`src/rtl/cla_operand_sequencer.sv`:
```
// cla_operand_sequencer
// Splits one wide add into CHUNK_W slices and sends them, LSB slice first, to a registered
// CHUNK_W-bit adder. The carry passes from slice to slice through a register. The slice sums
// are collected into the full-width result, which is offered with a valid/ready handshake.
//
// state | meaning
// IDLE  | ready for new operands (in_ready=1)
// ISSUE | present slice idx to the adder for one cycle and load the latency counter
// WAIT  | hold the adder inputs for ADD_LAT cycles, then capture the slice sum and carry
// DONE  | full result valid, waiting for out_ready
module cla_operand_sequencer #(
  parameter int CHUNK_W = 16,
  parameter int NCHUNK  = 4,
  parameter int ADD_LAT = 2
) (
  input  logic                        clk,
  input  logic                        rst,
  input  logic                        in_valid,
  output logic                        in_ready,
  input  logic [CHUNK_W*NCHUNK-1:0]   in_a,
  input  logic [CHUNK_W*NCHUNK-1:0]   in_b,
  input  logic                        in_cin,
  output logic [CHUNK_W-1:0]          add_a,
  output logic [CHUNK_W-1:0]          add_b,
  output logic                        add_cin,
  input  logic [CHUNK_W-1:0]          add_sum,
  input  logic                        add_cout,
  output logic                        out_valid,
  input  logic                        out_ready,
  output logic [CHUNK_W*NCHUNK-1:0]   out_sum,
  output logic                        out_cout,
  output logic                        busy
);

  localparam int W     = CHUNK_W * NCHUNK;
  localparam int IDX_W = (NCHUNK > 1) ? $clog2(NCHUNK) : 1;
  localparam int CNT_W = (ADD_LAT > 1) ? $clog2(ADD_LAT) : 1;
  localparam logic [IDX_W-1:0] IDX_LAST = IDX_W'(NCHUNK - 1);
  localparam logic [CNT_W-1:0] CNT_LOAD = CNT_W'(ADD_LAT - 1);

  typedef enum logic [1:0] {IDLE, ISSUE, WAIT, DONE} state_t;

  state_t           state, state_nx;
  logic [IDX_W-1:0] idx;
  logic [CNT_W-1:0] cnt;
  logic             carry;
  logic [W-1:0]     a_q, b_q, res_q;

  // State register
  always_ff @(posedge clk or negedge rst) begin
    if (!rst) state <= IDLE;
    else      state <= state_nx;
  end

  // Next-state decode
  always_comb begin
    state_nx = state;
    case (state)
      IDLE:    if (in_valid) state_nx = ISSUE;
      ISSUE:   state_nx = WAIT;
      WAIT:    if (cnt == '0) state_nx = (idx == IDX_LAST) ? DONE : ISSUE;
      DONE:    if (out_ready) state_nx = IDLE;
      default: state_nx = IDLE;
    endcase
  end

  // Latch the operands, step through the slices and collect the slice sums.
  // add_sum/add_cout are sampled only on the edge that leaves WAIT.
  always_ff @(posedge clk or negedge rst) begin
    if (!rst) begin
      idx   <= '0;
      cnt   <= '0;
      carry <= 1'b0;
      a_q   <= '0;
      b_q   <= '0;
      res_q <= '0;
    end else begin
      case (state)
        IDLE: if (in_valid) begin
          a_q   <= in_a;
          b_q   <= in_b;
          carry <= in_cin;
          idx   <= '0;
        end
        ISSUE: cnt <= CNT_LOAD;
        WAIT: begin
          if (cnt == '0) begin
            res_q[idx*CHUNK_W +: CHUNK_W] <= add_sum;
            carry                         <= add_cout;
            if (idx != IDX_LAST) idx <= idx + 1'b1;
          end else begin
            cnt <= cnt - 1'b1;
          end
        end
        default: ;
      endcase
    end
  end

  // idx and carry do not change during ISSUE and WAIT, so the adder inputs stay stable
  assign add_a     = a_q[idx*CHUNK_W +: CHUNK_W];
  assign add_b     = b_q[idx*CHUNK_W +: CHUNK_W];
  assign add_cin   = carry;

  assign in_ready  = (state == IDLE);
  assign out_valid = (state == DONE);
  assign busy      = (state != IDLE);
  assign out_sum   = res_q;
  assign out_cout  = carry;

endmodule

```
`config.mk`:
```
export PLATFORM = sky130hd
export DESIGN_NAME = cla_operand_sequencer
export DESIGN_NICKNAME = d
export VERILOG_FILES = /design/src/rtl/cla_operand_sequencer.sv
export SDC_FILE = /design/constraint.sdc
export NUM_CORES = 1
export LEC_CHECK = 0
export CORE_MARGIN = 2
export CORE_UTILIZATION = 50
export DETAILED_ROUTE_END_ITERATION = 7
export GPL_TIMING_DRIVEN = 0
export PLACE_DENSITY = 0.95
export SETUP_SLACK_MARGIN = 0.2
export SYNTH_ARGS = -nofsm -noshare
export SYNTH_HDL_FRONTEND = slang
export SYNTH_SLANG_ARGS = --single-unit
```
`constraint.sdc`:
```
create_clock -name clk -period 4.2 [get_ports clk]
set_input_delay 0.84 -clock clk [delete_from_list [all_inputs] [get_ports clk]]
set_output_delay 0.84 -clock clk [all_outputs]
set_load 0.01 [all_outputs]
```
==> results.txt <==
- For this run, the detailed router's first-pass iteration total came to 4.
- Entering global routing, the biggest net connects between 100 and 150 pins.
- WL/cell: 21.7 um
* Net count reported at finish: about 940
* Max-cap viol count: 0
- In the final layout, the multi-input gates occupy between 3000 and 4000 um2.
- After clock tree synthesis, the setup repair step added 0 buffers.
- OpenSTA, run right after detailed placement, puts the worst setup slack at about 0.98 ns.
- The first global-routing pass estimated ~35000 um of wire.
- In the routed design, unresolved DRC markers number 0.
- Number of inserted filler cells in the final layout: 1064
* Max Freq: ~280 MHz
* Initial Utilization: 0.508
- Post-route worst setup slack: ~0.61 ns
- Leakage power figure: between 5 and 6 nW
- Setup violations remaining at the end of the flow were counted as 0.
- After clock tree synthesis, the clock-pin slew on the worst setup and hold paths is roughly 0.070 ns.
- Estimated wirelength of the detail-placed design: between 15000 and 20000 um
- Crit Path Category: reg -> out
- In the layout the commonest cells are clkdlybuf4s50_1 (249), dfrtp_1 (198), mux2_1 (128), a22o_1 (62), mux4_2 (32).
- DP Area: roughly 11000 um2
* Final Max Tran Viols: 0
- The most numerous cell type found on the critical path is clkbuf_1.
- The count of cells in the finished layout, fillers not included, comes to roughly 1.0k.
- Average size of a mapped cell: 16.4 um2
- In the routed layout, each cell is associated on average with a via count of 5.58.
- Post-Syn Nets: ~670
- Along the worst path, the maximum fanout reaches 10.
- Unrepaired setup endpoints after global routing: no
* Slowest cell delay on critical path: around 0.67 ns
- In the synthesized netlist, the number of instances is 509.
* Share of the core filled with cells in the final layout: 0.716
- Largest buffer count on any clock path: 2
- TritonCTS created 17 clock buffers.
- STA classifies the critical path endpoint as a primary output.
- The run finished with clean final reports.
* Sum Neg Setup Slack: 0 ns
* Slowest cell on crit path: clkbuf_1
- TritonCTS built the clock tree.
* Type of the worst min-delay path: in -> async
- Power spread over the standard cell area amounts to 634 nW/um2.
- In this run, placement finished with an instance count of approximately 1000.
- Bufs and invs on worst path: 3
* Vias after detailed routing: between 5k and 6k
* Share of the cycle needed by the critical path after routing: 0.855
- After synthesis the netlist holds a flip-flop and latch count of about 200.
* Clk sink count: a little under 200
- Across every metal layer, demand over resource in global routing totals 0.258.
- For the final database, setup skew stands at around 0.0095 ns.
- Data arrives at the worst endpoint at about 2.8 ns.
- Counting distinct cell types in the post-synthesis netlist gives 31.
- Most common cell after layout, fill and taps aside: clkdlybuf4s50_1
- Walking the worst path, the cells encountered are clkbuf_1, clkbuf_1, mux4_2, clkdlybuf4s50_1.
- For this run the aggregate overflow at the end of global routing stands at 0.
- Worst-case vdd ir drop: 0.000327 V
- Of the cells placed in the final design, the portion with a size suffix greater than 1 is 0.125.
- Number of global-route vias before repair: between 6k and 7k
* Insertion delay to the later sink of the worst-skew pair: ~0.42 ns
- The number of antenna diodes in the final layout is 0.
* Row Count: 47
- Number of buffers inserted for hold repair after clock tree synthesis: 0
- The sequential cells in the finished layout cover a total of between 4000 and 5000 um2.
- At the end of routability-driven placement, the weighted congestion stood at approximately 0.8.
- Number of warnings reported in the yosys synthesis log: 0
- Type of element launching the critical path: register
- The count of endpoints failing hold in the final timing report is 0.
- CTS Root Cell: clkbuf_16
* Antenna violations before repair: 0
- Sequential area share after synthesis: 0.592
- Biggest area contributors in the synthesized netlist: dfrtp_1 (59%), mux2_1 (17%), mux4_2 (8.6%)
- Of the post-synthesis cell area, the dominant cell type holds 0.592.
- In this run the tightest slew margin relative to its limit is 0.455.
* Number of instances resized during post-cts repair: 0
- The routed design has about 22000 um of wire.
* Top-level I/O count: roughly 250
* Vertical die dimension: 133 um
* Cell family with most CP delay: buffers and inverters
* Die Footprint: about 18000 um2
- The total area inside the core boundary comes to approximately 16000 um2.
* Remaining antenna violation count after routing: 0
- The routed design could run at a clock period as short as about 3.6 ns.
- In this run the cell area of the synthesized design comes to 8370 um2.
- Quantity of I/O buffers inserted on ports: between 200 and 300
- Cell type with the largest total area after synthesis: dfrtp_1
- Width of the chip: about 130 um
- STA puts the critical path data required time at ~3.4 ns.
- The first routing iteration left around 250 violations.
- From synthesis to final layout, the design area changed by 41.0%.
- Actual transition at the worst max-transition pin: slightly above 0.8 ns
* Post-route design area: roughly 12000 um2
- H-tree lvl count: 4
## Yosys cell counts (all sizes together)
cell type and number:
clkbuf 7, a22o 62, mux4 32, o21ai 3, mux2 128, nor4 2
ha 9, nand2b 3, o22ai 1, nor2 3, dfrtp 198, nand3 2
and3 1, nand2 8, o41ai 1, nand4 3, nor2b 2, nor4b 2
nand3b 4, dlygate4sd1 1, o31ai 1, a32oi 1, nand4b 1, buf 25
mux2i 3, inv 6
## worst register-to-register path: stages (launching register included)
cell and delay (ns):
dfrtp_1 0.38, clkbuf_1 0.34, clkbuf_1 0.67, inv_1 0.23
ha_1 0.50, nand2b_2 0.15, nor4_4 0.43, buf_6 0.21
a22o_1 0.15
## flip-flops by register name, indices dropped and copies added, names as in the netlist
| name | cells |
|---|---|
| a_q | 64 |
| add_cin | 1 |
| b_q | 64 |
| cnt | 1 |
| idx | 2 |
| out_sum | 64 |
| state | 2 |
## path summary, 6_finish.rpt
kind	startpoint	to	slack, ns	depth (start not counted)
setup / recovery	idx[1]	add_b[15]	0.61	4
hold / removal	rst	out_sum[3]	0.41	1
setup reg to reg	idx[1]	out_sum[30]	1.07	8
hold reg to reg	b_q[61]	b_q[61]	0.49	1
max in group asynchronous	rst	b_q[29]	2.83	2
min in group clk	b_q[61]	b_q[61]	0.49	1
## power breakdown
group,switching (W),internal [W]
clock,0.000763,0.000955
sequential,0.000398,0.00264
combinational,0.00111,0.00162
## logic make-up (layout without fill, tap and decap cells)
logic type | Yosys count | after routing | share of synthesized area
buffers and inverters | 39 | 322 | 0.0274
AO/OA/AOI/OAI | 69 | 69 | 0.0704
AND/OR/NAND/NOR | 31 | 31 | 0.0345
flip-flops | 198 | 198 | 0.592
adder cells (fa/ha/maj) | 9 | 9 | 0.0135
multiplexers | 163 | 163 | 0.262
## layout make-up
| class | instances | share of cell area |
|---|---|---|
| sequential | 198 | 0.420 |
| multi-input combinational | 272 | 0.270 |
| timing repair buffer | 251 | 0.215 |
| clock buffer | 17 | 0.0361 |
| tap | 220 | 0.0233 |
| buffer | 33 | 0.0175 |
| clock inverter | 15 | 0.0162 |
| inverter | 6 | 0.00191 |
## per-layer routing
layer | GRT usage | part of all wire | up-vias
met2 | 0.435 | 0.51 | 257
met1 | 0.319 | 0.39 | 2901
met3 | 0.0795 | 0.082 | 36
met4 | 0.0881 | 0.020 | 0
met5 | 0 | 0 | -
li1 | - | - | 2455
## metrics by stage
stage | hold WS [ns] | power (W)
after CTS | 0.429 | 0.00756
after detailed placement | 0.477 | 0.00581
after global placement | 0.462 | 0.00568
after floorplan | 0.459 | 0.00452
after global routing | 0.456 | 0.00788
final | 0.407 | 0.00748
No activity file was read; power rests on OpenSTA's default activity.
